$ cat config.mk
export PLATFORM = sky130hd
export DESIGN_NAME = rf_nport
export DESIGN_NICKNAME = d
export VERILOG_FILES = /design/src/rtl/wi23_defs.sv /design/src/rtl/rf_bank.sv /design/src/rtl/rf_nport.sv
export SDC_FILE = /design/constraint.sdc
export NUM_CORES = 1
export LEC_CHECK = 0
export ABC_CLOCK_PERIOD_IN_PS = 8350
export CAP_MARGIN = 20
export CORE_UTILIZATION = 25
export CTS_CLUSTER_SIZE = 30
export DETAILED_ROUTE_END_ITERATION = 8
export PLACE_DENSITY_LB_ADDON = 0.05
export SLEW_MARGIN = 0
export SYNTH_ARGS = -nofsm -noshare
export SYNTH_HDL_FRONTEND = slang
export SYNTH_SLANG_ARGS = --single-unit
$ cat constraint.sdc
create_clock -name clk -period 8.35 [get_ports clk]
set_clock_uncertainty 0.15 [all_clocks]
set_input_delay 2.505 -clock clk [delete_from_list [all_inputs] [get_ports clk]]
set_output_delay 2.505 -clock clk [all_outputs]
set_load 0.005 [all_outputs]
$ cat src/rtl/wi23_defs.sv
// wi23_defs: shared definitions for the wi23 CPU register file.
//   REGFILE_WIDTH : default data width in bits
//   REGFILE_DEPTH : default address width (entries = 1 << REGFILE_DEPTH)
//   rf_state_t    : register-file sequencer state (clearing / running)
package wi23_defs;
  localparam int REGFILE_WIDTH = 32;
  localparam int REGFILE_DEPTH = 5;

  typedef enum logic {
    RF_CLEAR = 1'b0,
    RF_RUN   = 1'b1
  } rf_state_t;
endpackage

$ cat src/rtl/rf_bank.sv
// rf_bank: one 1W1R synchronous RAM bank with registered, enabled read.
// Ports:
//   clk   : rising-edge clock
//   we    : write enable
//   waddr : write address
//   wdata : write data
//   re    : read enable; rdata holds when low
//   raddr : read address
//   rdata : registered read data (old contents on read-during-write)
// The bank has no reset so that it maps onto a block RAM.
module rf_bank #(
  parameter int WIDTH = 32,
  parameter int DEPTH = 5
) (
  input  logic             clk,
  input  logic             we,
  input  logic [DEPTH-1:0] waddr,
  input  logic [WIDTH-1:0] wdata,
  input  logic             re,
  input  logic [DEPTH-1:0] raddr,
  output logic [WIDTH-1:0] rdata
);
  localparam int ENTRIES = 1 << DEPTH;

  (* ramstyle = "m10k" *) logic [WIDTH-1:0] mem [ENTRIES];

  always_ff @(posedge clk) begin
    if (we) mem[waddr] <= wdata;
    if (re) rdata <= mem[raddr];
  end
endmodule

$ cat src/rtl/rf_nport.sv
// rf_nport: NUM_READ-port / 1-write register file with one-cycle registered
// reads, internal write-to-read bypass and a power-on clear sequencer.
// Ports:
//   clk         : sole clock, rising edge
//   rst_n       : synchronous active-low reset (restarts the clear sequence)
//   rd_en       : per-port read enable
//   readregsel  : packed read addresses, port p at [p*DEPTH +: DEPTH]
//   writeregsel : write address
//   writedata   : write data
//   write       : write strobe
//   readdata    : packed registered read data, port p at [p*WIDTH +: WIDTH]
//   ready       : high once every entry has been cleared
//   err         : one-cycle pulse when a user write is dropped during clear
// Build option: define RF_ZERO_REG_EN to hardwire entry 0 to zero.
module rf_nport
  import wi23_defs::*;
#(
  parameter int WIDTH    = REGFILE_WIDTH,
  parameter int DEPTH    = REGFILE_DEPTH,
  parameter int NUM_READ = 2
) (
  input  logic                      clk,
  input  logic                      rst_n,
  input  logic [NUM_READ-1:0]       rd_en,
  input  logic [NUM_READ*DEPTH-1:0] readregsel,
  input  logic [DEPTH-1:0]          writeregsel,
  input  logic [WIDTH-1:0]          writedata,
  input  logic                      write,
  output logic [NUM_READ*WIDTH-1:0] readdata,
  output logic                      ready,
  output logic                      err
);
  localparam int ENTRIES = 1 << DEPTH;

`ifdef RF_ZERO_REG_EN
  localparam bit ZERO_REG = 1'b1;
`else
  localparam bit ZERO_REG = 1'b0;
`endif

  rf_state_t        state_q, state_d;
  logic [DEPTH-1:0] clr_cnt_q;
  logic             ready_q, err_q;
  logic             clearing, clear_done;

  assign clearing   = (state_q == RF_CLEAR);
  assign clear_done = (clr_cnt_q == DEPTH'(ENTRIES - 1));

  always_comb begin
    state_d = state_q;
    case (state_q)
      RF_CLEAR: if (clear_done) state_d = RF_RUN;
      RF_RUN:   state_d = RF_RUN;
      default:  state_d = RF_CLEAR;
    endcase
  end

  always_ff @(posedge clk) begin
    if (!rst_n) begin
      state_q   <= RF_CLEAR;
      clr_cnt_q <= '0;
      ready_q   <= 1'b0;
      err_q     <= 1'b0;
    end else begin
      state_q <= state_d;
      if (clearing) clr_cnt_q <= clr_cnt_q + 1'b1;
      ready_q <= (state_d == RF_RUN);
      err_q   <= clearing && write;
    end
  end

  assign ready = ready_q;
  assign err   = err_q;

  // Shared write port: the clear sequencer owns it until RUN. User writes to
  // a hardwired-zero entry are dropped without flagging an error.
  logic             wr_zero_drop;
  logic             bank_we;
  logic [DEPTH-1:0] bank_waddr;
  logic [WIDTH-1:0] bank_wdata;

  assign wr_zero_drop = ZERO_REG && (writeregsel == '0);
  assign bank_we      = rst_n && (clearing || (write && !wr_zero_drop));
  assign bank_waddr   = clearing ? clr_cnt_q : writeregsel;
  assign bank_wdata   = clearing ? '0 : writedata;

  for (genvar p = 0; p < NUM_READ; p++) begin : g_port
    logic [DEPTH-1:0] raddr;
    logic             rd_fire;
    logic             byp_now;
    logic [WIDTH-1:0] bank_q_p1;
    logic             byp_hit_p1;
    logic             zero_p1;
    logic [WIDTH-1:0] byp_data_p1;

    assign raddr   = readregsel[p*DEPTH +: DEPTH];
    assign rd_fire = rd_en[p] && !clearing;
    assign byp_now = write && (writeregsel == raddr);

    rf_bank #(
      .WIDTH(WIDTH),
      .DEPTH(DEPTH)
    ) u_bank (
      .clk  (clk),
      .we   (bank_we),
      .waddr(bank_waddr),
      .wdata(bank_wdata),
      .re   (rd_fire),
      .raddr(raddr),
      .rdata(bank_q_p1)
    );

    // ---- stage p1: output select flags registered alongside the RAM read
    // zero_p1 forces 0 while clearing, after reset, and for reads of a
    // hardwired-zero entry (which also covers the bypass case there).
    always_ff @(posedge clk) begin
      if (!rst_n) begin
        byp_hit_p1 <= 1'b0;
        zero_p1    <= 1'b1;
      end else if (clearing) begin
        byp_hit_p1 <= 1'b0;
        zero_p1    <= 1'b1;
      end else if (rd_en[p]) begin
        byp_hit_p1 <= byp_now;
        zero_p1    <= ZERO_REG && (raddr == '0);
      end
    end

    // Per-port copy so a held port keeps its own bypassed value.
    always_ff @(posedge clk) begin
      if (rd_fire && byp_now) byp_data_p1 <= writedata;
    end

    assign readdata[p*WIDTH +: WIDTH] = zero_p1    ? '0          :
                                        byp_hit_p1 ? byp_data_p1 : bank_q_p1;
  end
endmodule

==> results of run 1 <==
==> worst max-delay path: cells and delay by family (launching register included) <==
family,cells,cell delay [ps]
buffers and inverters,2,980
flip-flops,1,490
multiplexers,1,380
AND/OR/NAND/NOR,1,80
==> sequential cells by signal, indices dropped and copies added, names as in the netlist <==
| register | flops |
|---|---|
| g_port.u_bank.rdata | 64 |
| g_port.byp_hit_p1 | 2 |
| clr_cnt_q | 5 |
| g_port.u_bank.mem | 1024 |
| ready | 1 |
| g_port.zero_p1 | 2 |
| g_port.byp_data_p1 | 64 |
| err | 1 |
==> cell usage after synthesis, types with 3 or more instances <==
master / instances
edfxtp_1: 1152
nand4_1: 3
a21oi_1: 194
dfxtp_1: 11
nand2b_1: 5
and2_1: 37
a31oi_1: 64
buf_2: 93
mux2i_1: 1092
o21ai_0: 3
nand3_1: 196
nor2_1: 102
nor2b_1: 7
buf_6: 32
nor3_1: 64
inv_1: 6
a22o_1: 128
buf_1: 7
a22oi_1: 192
clkbuf_4: 4
buf_4: 62
clkbuf_1: 76
nand2_1: 210
xor2_1: 8
xnor2_1: 5
==> layout make-up <==
type                            count  share of cell area [%]
Tap cell                         2838                    5.53
Antenna cell                        2                 0.00780
Clock inverter                     77                    1.18
Timing Repair Buffer              257                    4.42
Multi-Input combinational cell   2326                    28.5
Sequential cell                  1163                    54.2
Inverter                            6                  0.0351
Clock buffer                      178                    6.08
==> per-stage QoR <==
step	total power [mW]	utilization (%)	cells	cell area [um2]	hold slack (ps)
3_3_place_gp	7.40	27.5	6578	59200	417
5_1_grt	14.0	29.8	6846	64200	467
6_report	13.6	29.8	6847	64200	417
2_1_floorplan	7.05	-	3769	54400	381
4_1_cts	13.8	29.7	6841	64100	417
3_5_place_dp	7.40	27.6	6586	59400	410
==> report_power, final <==
| group | switching [mW] | internal [mW] |
|---|---|---|
| sequential | 0.0182 | 6.38 |
| combinational | 0.578 | 0.301 |
| clock | 2.58 | 3.76 |
==> final timing paths <==
path         slack (ps)                               endpoint  depth (start not counted)
max reg2reg        4710  g_port[1].u_bank.mem[0][16]$_DFFE_PP_                          4
min reg2reg         420              clr_cnt_q[1]$_SDFFE_PN0N_                          2
max                2820                           readdata[38]                          4
min                 420              clr_cnt_q[1]$_SDFFE_PN0N_                          2
==> layer usage <==
layer  GRT usage, %  vias to the layer above
met2           34.9                      627
li1               -                    15049
met1           26.0                    18025
met3           2.23                      240
met4           5.17                        2
met5              0                        -
==> logic make-up (layout without fill, tap and decap cells) <==
family          after synthesis  after routing  share of synthesized area [%]
compound gates              587            587                           7.35
flops                      1163           1163                           64.0
other cells                   0              2                              0
buf+inv                     280            518                           3.04
xor+xnor                     13             13                          0.209
simple gates                631            631                           5.23
mux                        1093           1093                           20.1
fa+ha+maj                     2              2                         0.0460
==> layout by cell type (no fill, tap or decap), drive strengths merged, types with 11 or more instances in the layout <==
master,synthesis,layout
a31oi,64,64
nor2,102,102
nor3,64,64
a22o,128,128
a22oi,192,192
mux2i,1092,1092
clkbuf,80,179
clkdlybuf4s50,0,115
a21oi,194,194
edfxtp,1152,1152
buf,194,141
nand2,210,210
and2,37,37
nand3,196,196
bufinv,0,15
clkinv,0,54
dfxtp,11,11
==> impl_metrics.py, run 1 <==
metrics = {
    "clock_tree": {
        "cts.sink_count": 1163,
        "postCtsSetupBuffers": 0,
        "cts_tree": "built",
        "cts_htree_levels": 4,
        "cts_made_buffers": 147,
        "cts_resized": 0,
        "clkTransAtPathRegs_ps": 60,
        "clock_path_buffers": 3,
        "worstSkewPairLatency_ps": 800,
        "clockRootBuffer": "clkbuf_16",
        "cts_hold_buf": 0,
    },
    "sta": {
        "worst_pin_slew_ps": 1100,
        "setup_viol": 0,
        "setup-tns-final_ps": 0,
        "final_hold_viol_count": 0,
        "fin_crit_sh_pct": 66.2,
        "relSlewSlack_pct": 26.2,
        "period_needed_ps": 5530,
        "rsz0062_at_grt": "no",
        "worst_slack_ps": 2820,
        "slew_viol_final": 0,
        "timing.fmax_mhz": 181,
    },
    "setup_path": {
        "critPathKind": "flop to primary output",
        "worst_setup_path_end_kind": "primary output",
        "worstPathArrival_ps": 2870,
        "path_cells": "buf_4, mux2i_1, nor2_1, clkdlybuf4s50_1",
        "crit_path_start_kind": "flop",
        "worstPathMaxFanout": 23,
        "rr_startpoint": "ready$_SDFF_PN0_",
        "required_ps": 5700,
        "setup.worst_path.start": "g_port[1].byp_hit_p1$_SDFFE_PN0P_",
        "cpPeakStageDelay_ps": 500,
        "slowest_stage": "buf_4",
    },
    "synth": {
        "yosysTopAreaCellShare_pct": 63.6,
        "synth_cell_type_count": 35,
        "synthesis.nets": 3823,
        "synth_ff_type": "edfxtp_1",
        "avgSynthCellArea_um2": 14.4,
        "postSynth.asyncResetShare_pct": 0,
        "yosys.area.top_type": "edfxtp_1",
        "synth_cells": 3769,
        "synth.yosys.warnings": 0,
        "synth_seq_cells": 1163,
        "ys_seq_area_share_pct": 64.0,
        "synth_edf_count": 1152,
        "syn_area_mm2": 0.0544,
        "synth_area_leaders": "edfxtp_1 (64%), mux2i_1 (20%), a22oi_1 (2.7%)",
    },
    "drt": {
        "first_pass_iters": 6,
        "topRoutingLayerUsed": "met5",
        "dr_total_vias": 33943,
        "ant_nets": 0,
        "vias_per_cell": 4.96,
        "route.met2.wl_um": 110000,
        "drt_iter0_markers": 2208,
        "drc": 0,
        "routed_wl_um": 221000,
        "m1WireLength_um": 99400,
        "route.met3.wl_um": 6080,
        "wl_per_cell_um": 32.3,
    },
    "final_layout": {
        "regArea_mm2": 0.0348,
        "multiInputGateArea_mm2": 0.0183,
        "fin_nets": 3955,
        "drive_above_1_share_pct": 9.96,
        "area_growth_pct": 18.0,
        "fill_cells": 21355,
    },
    "job": {
        "drv_cap": 0,
    },
    "power": {
        "max-vdd-ir-drop_mv": 0.144,
        "p_leak_nw": 23.2,
        "power_per_cell_area_mw_per_mm2": 212,
    },
    "floorplanning": {
        "die_w_um": 468,
        "core_mm2": 0.215,
        "initial_core_util_pct": 25.2,
        "fp-row-count": 170,
        "dieArea_mm2": 0.219,
        "ios": 118,
        "die_h_um": 468,
    },
    "placement": {
        "port_buffers": 117,
        "gp_congestion": 0.741,
        "pre_cts_ws_ps": 2090,
        "dpl.hpwl_um": 129000,
    },
    "worst_hold_path": {
        "min_path_type": "flop to flop",
        "holdCritStartpoint": "clr_cnt_q[1]$_SDFFE_PN0N_",
    },
    "grt": {
        "grt-ovfl-total": 0,
        "grt_max_degree": 97,
        "grt_usage_pct": 19.9,
        "grt_pass1_vias": 35768,
        "grt_first_pass_wirelength_um": 302000,
        "antenna_found_initial": 4,
    },
    "run_status": {
        "status": "completed",
    },
}
Power figures use the tool's default switching activity.
==> run 2, diff against run 1 <==
- ABC_CLOCK_PERIOD_IN_PS: 8350 -> 5800
- clock period: 8.35 -> 5.8 ns (I/O delays scaled with it)
==> run 2 against run 1 <==
  * Sequential cell count unchanged
  * Clock power rose by 39%
  * Cell count grew 1.1%
  * Design area is 1.1% higher
  * Sequential share of layout area decreased by 0.58 points
  * Largest cell class unchanged
  * Critical path depth stayed put
  * Non-clock buffer count increased by 59
  * Power up 42%
  * Hold slack improved by 35 ps
==> impl_metrics.py, run 2 (synthesis results as in run 1) <==
metrics = {
    "run_status": {
        "status": "completed",
    },
    "placement": {
        "place_area_mm2": 0.0603,
        "dpl.hpwl_um": 131000,
        "port_buffers": 117,
        "gp_congestion": 0.750,
    },
    "drt": {
        "ant_nets": 0,
        "routed_wl_um": 222000,
        "drt_iter0_markers": 2329,
        "first_pass_iters": 6,
        "dr_total_vias": 34307,
        "vias_per_cell": 4.96,
        "drc": 0,
        "wl_per_cell_um": 32.1,
    },
    "clock_tree": {
        "postCtsSetupBuffers": 0,
        "cts_tree": "built",
        "cts_made_buffers": 150,
        "worstSkewPairLatency_ps": 810,
        "clock_path_buffers": 3,
        "cts_hold_buf": 0,
        "cts_resized": 0,
        "clkTransAtPathRegs_ps": 50,
        "cts_htree_levels": 4,
        "cts.sink_count": 1163,
        "clockRootBuffer": "clkbuf_16",
    },
    "power": {
        "clkPwrFrac_pct": 45.6,
        "p_leak_nw": 23.5,
        "p_sw_mw": 4.62,
        "p_sw_share_pct": 23.9,
        "p_int_mw": 14.7,
        "pwr-share-seq_pct": 47.6,
        "combinationalPowerShare_pct": 6.8,
        "max-vdd-ir-drop_mv": 0.285,
        "power_per_cell_area_mw_per_mm2": 298,
    },
    "setup_path": {
        "worstPathMaxFanout": 27,
        "required_ps": 3910,
        "crit_path_start_kind": "flop",
        "worst_setup_path_end_kind": "primary output",
        "worstPathArrival_ps": 2920,
        "critPathKind": "flop to primary output",
    },
    "final_layout": {
        "regArea_mm2": 0.0348,
        "regMostFlops": "g_port.u_bank.mem",
        "mostFrequentLayoutCell": "edfxtp_1",
        "fill_cells": 21413,
        "largest_reg_flops": 1024,
        "multiInputGateArea_mm2": 0.0183,
        "fin_nets": 4017,
        "drive_above_1_share_pct": 11.2,
        "design_area_mm2": 0.0649,
        "area_growth_pct": 19.3,
        "biggestRegsByFlops": "g_port.u_bank.mem (1024), g_port.byp_data_p1 (64), g_port.u_bank.rdata (64)",
        "layout_common_cells": "edfxtp_1 (1,152), mux2i_1 (1,092), nand2_1 (208), nand3_1 (196), a21oi_1 (194)",
    },
    "floorplanning": {
        "core_mm2": 0.215,
        "die_w_um": 468,
        "fp-row-count": 170,
        "ios": 118,
        "dieArea_mm2": 0.219,
        "initial_core_util_pct": 25.2,
        "die_h_um": 468,
    },
    "grt": {
        "grt_first_pass_wirelength_um": 304000,
        "grt_max_degree": 99,
        "grt_pass1_vias": 36421,
        "grt_usage_pct": 20.1,
        "antenna_found_initial": 5,
        "grt-ovfl-total": 0,
    },
    "job": {
        "drv_cap": 0,
    },
    "sta": {
        "timing.fmax_mhz": 208,
        "fin_crit_sh_pct": 82.9,
        "slew_viol_final": 0,
        "relSlewSlack_pct": 34.9,
        "period_needed_ps": 4810,
        "final_hold_viol_count": 0,
        "rsz0062_at_grt": "no",
        "setup_viol": 0,
        "worst_pin_slew_ps": 974,
        "setup-tns-final_ps": 0,
    },
    "worst_hold_path": {
        "min_path_type": "flop to flop",
    },
}
==> run 2: layout make-up <==
cell class                 count  share of cell area, %
clock inverter                76                  0.827
tap                         2838                   5.47
sequential                  1163                   53.7
multi-input combinational   2326                   28.2
clock buffer                 194                   6.17
antenna                        4                 0.0154
timing repair buffer         316                   5.63
inverter                       6                 0.0347
==> run 2: power groups by stage <==
| stage | combinational (mW) | clock [mW] | sequential (mW) |
|---|---|---|---|
| 2_1_floorplan | 0.780 | 0 | 9.37 |
| 3_3_place_gp | 1.33 | 0 | 9.38 |
| 3_5_place_dp | 1.33 | 0 | 9.38 |
| 4_1_cts | 1.33 | 9.12 | 9.20 |
| 5_1_grt | 1.39 | 9.38 | 9.20 |
| 6_report | 1.32 | 8.83 | 9.20 |
==> run 2: stage by stage <==
step / instances / setup slack (ps) / util [%] / power (mW) / hold slack, ps
floorplan: 3769 / 1220 / - / 10.2 / 381
global placement: 6638 / 1140 / 27.9 / 10.7 / 409
detailed placement: 6646 / 1100 / 28.0 / 10.7 / 441
CTS: 6916 / 929 / 30.1 / 19.7 / 452
global route: 6920 / 858 / 30.1 / 20.0 / 494
finish: 6923 / 990 / 30.1 / 19.4 / 451
==> run 2: critical path, stage by stage, from the launching register on <==
cell	delay [ps]
dfxtp_4	800
buf_4	320
mux2i_1	330
nor2_1	80
clkdlybuf4s50_1	450
==> run 2: final timing paths <==
check,startpoint,to,slack (ps),cells after the start
max,g_port[0].byp_hit_p1$_SDFFE_PN0P_,readdata[6],990,4
min,clr_cnt_q[1]$_SDFFE_PN0N_,clr_cnt_q[1]$_SDFFE_PN0N_,450,2
max reg2reg,ready$_SDFF_PN0_,g_port[1].u_bank.mem[24][8]$_DFFE_PP_,2440,5
min reg2reg,clr_cnt_q[1]$_SDFFE_PN0N_,clr_cnt_q[1]$_SDFFE_PN0N_,450,2
==> run 2: layer usage <==
metal	track usage, %	wire length, um	vias up
li1	-	-	15194
met1	26.8	102000	18145
met2	34.4	109000	702
met3	2.35	6780	266
met4	4.87	4510	0
met5	0	0	-
==> run 3, diff against run 2 <==
- ABC_CLOCK_PERIOD_IN_PS: 5800 -> 4900
- clock period: 5.8 -> 4.9 ns (I/O delays scaled with it)
==> run 3 against run 2 <==
  * First-iteration DRC count fell by 7.0%
  * Hold slack improved by 3.1 ps
  * Utilization rose by 0.22 points
  * Sequential share of layout area fell by 0.39 points
  * Critical path depth fell by 1
  * Critical endpoint is now readdata[10]
  * Largest power group unchanged
==> impl_metrics.py, run 3 (synthesis results as in run 1) <==
metrics = {
    "final_layout": {
        "mostFrequentLayoutCell": "edfxtp_1",
        "multiInputGateArea_mm2": 0.0183,
        "regArea_mm2": 0.0348,
        "regMostFlops": "g_port.u_bank.mem",
        "biggestRegsByFlops": "g_port.u_bank.mem (1024), g_port.byp_data_p1 (64), g_port.u_bank.rdata (64)",
        "n_antenna_cell": 0,
        "drive_above_1_share_pct": 11.7,
        "layout_common_cells": "edfxtp_1 (1,152), mux2i_1 (1,092), nand2_1 (208), nand3_1 (196), a21oi_1 (194)",
        "fin_nets": 4041,
        "largest_reg_flops": 1024,
        "area_growth_pct": 20.2,
        "fill_cells": 21335,
    },
    "setup_path": {
        "required_ps": 3280,
        "worst_setup_path_end_kind": "primary output",
        "worstPathMaxFanout": 33,
        "worstPathArrival_ps": 2730,
        "crit_path_start_kind": "flop",
        "critPathKind": "flop to primary output",
    },
    "sta": {
        "final_hold_viol_count": 0,
        "rsz0062_at_grt": "no",
        "fin_crit_sh_pct": 88.8,
        "timing.fmax_mhz": 230,
        "setup_viol": 0,
        "fin_hold_ws_ps": 455,
        "setup-tns-final_ps": 0,
        "period_needed_ps": 4350,
        "worst_pin_slew_ps": 1050,
        "relSlewSlack_pct": 30.1,
        "slew_viol_final": 0,
    },
    "grt": {
        "grt_first_pass_wirelength_um": 309000,
        "antenna_found_initial": 3,
        "grt_pass1_vias": 36251,
        "grt_usage_pct": 20.5,
        "grt-ovfl-total": 0,
        "grt_max_degree": 59,
    },
    "floorplanning": {
        "initial_core_util_pct": 25.2,
        "die_w_um": 468,
        "dieArea_mm2": 0.219,
        "die_h_um": 468,
        "ios": 118,
        "fp-row-count": 170,
        "core_mm2": 0.215,
    },
    "power": {
        "max-vdd-ir-drop_mv": 0.347,
        "finalPower_mw": 22.7,
        "p_leak_nw": 23.7,
        "power_per_cell_area_mw_per_mm2": 347,
    },
    "drt": {
        "vias_per_cell": 4.99,
        "routed_wl_um": 226000,
        "first_pass_iters": 5,
        "drc": 0,
        "wl_per_cell_um": 32.6,
        "dr_total_vias": 34590,
        "ant_nets": 0,
        "drt_iter0_markers": 2165,
    },
    "run_status": {
        "status": "completed",
    },
    "clock_tree": {
        "clock_path_buffers": 3,
        "clkTransAtPathRegs_ps": 60,
        "cts_htree_levels": 4,
        "cts_hold_buf": 0,
        "clockRootBuffer": "clkbuf_16",
        "postCtsSetupBuffers": 0,
        "cts_resized": 0,
        "cts.sink_count": 1163,
        "worstSkewPairLatency_ps": 790,
        "cts_made_buffers": 143,
        "cts_tree": "built",
    },
    "worst_hold_path": {
        "min_path_type": "flop to flop",
    },
    "placement": {
        "gp_congestion": 0.764,
        "port_buffers": 117,
        "dpl.hpwl_um": 130000,
    },
    "job": {
        "drv_cap": 0,
    },
}
-- run 3: cell types whose count changed in the layout (fill, tap and decap cells not counted), sizes merged, moves of 2 or more --
| cell | change |
|---|---|
| diode | -4 |
| buf | +31 |
| bufinv | +2 |
| inv | -6 |
| clkbuf | -10 |
-- run 3: metal layers --
| layer | global-route usage [%] | wire, um |
|---|---|---|
| met1 | 27.6 | 105000 |
| met5 | 0 | 0 |
| met3 | 2.19 | 5790 |
| met2 | 35.2 | 111000 |
| met4 | 4.65 | 4300 |
-- run 3: through the flow --
step                      setup slack, ps  utilization (%)  cells  area [um2]
final                                 548             30.3   6934       65400
after global routing                  379             30.3   6934       65400
after CTS                             457             30.3   6928       65200
after detailed placement              313             28.2   6674       60800
after global placement                335             28.2   6669       60700
after floorplan                       587                -   3769       54400
-- run 3: layout make-up --
class,instances,share of cell area [%]
tap,2838,5.43
multi-input combinational,2326,28.0
inverter,6,0.0345
sequential,1163,53.3
clock buffer,184,5.94
clock inverter,70,0.794
timing repair buffer,347,6.54
-- run 3: where the power goes --
group / total [mW] / switching, mW / internal, mW
combinational: 1.58 / 1.01 / 0.576
sequential: 10.9 / 0.0260 / 10.9
clock: 10.2 / 4.30 / 5.93
-- run 3: worst paths after layout --
check,slack (ps),from,to,depth (start not counted)
setup / recovery,550,g_port[0].byp_hit_p1$_SDFFE_PN0P_,readdata[10],3
hold / removal,450,clr_cnt_q[1]$_SDFFE_PN0N_,clr_cnt_q[1]$_SDFFE_PN0N_,2
setup reg to reg,1950,ready$_SDFF_PN0_,g_port[1].u_bank.mem[14][24]$_DFFE_PP_,6
hold reg to reg,450,clr_cnt_q[1]$_SDFFE_PN0N_,clr_cnt_q[1]$_SDFFE_PN0N_,2
-- run 3: critical path, stage by stage, from the launching register on --
cell             delay (ps)
dfxtp_4                 850
mux2i_1                 220
nor2_1                  160
clkdlybuf4s50_1         530
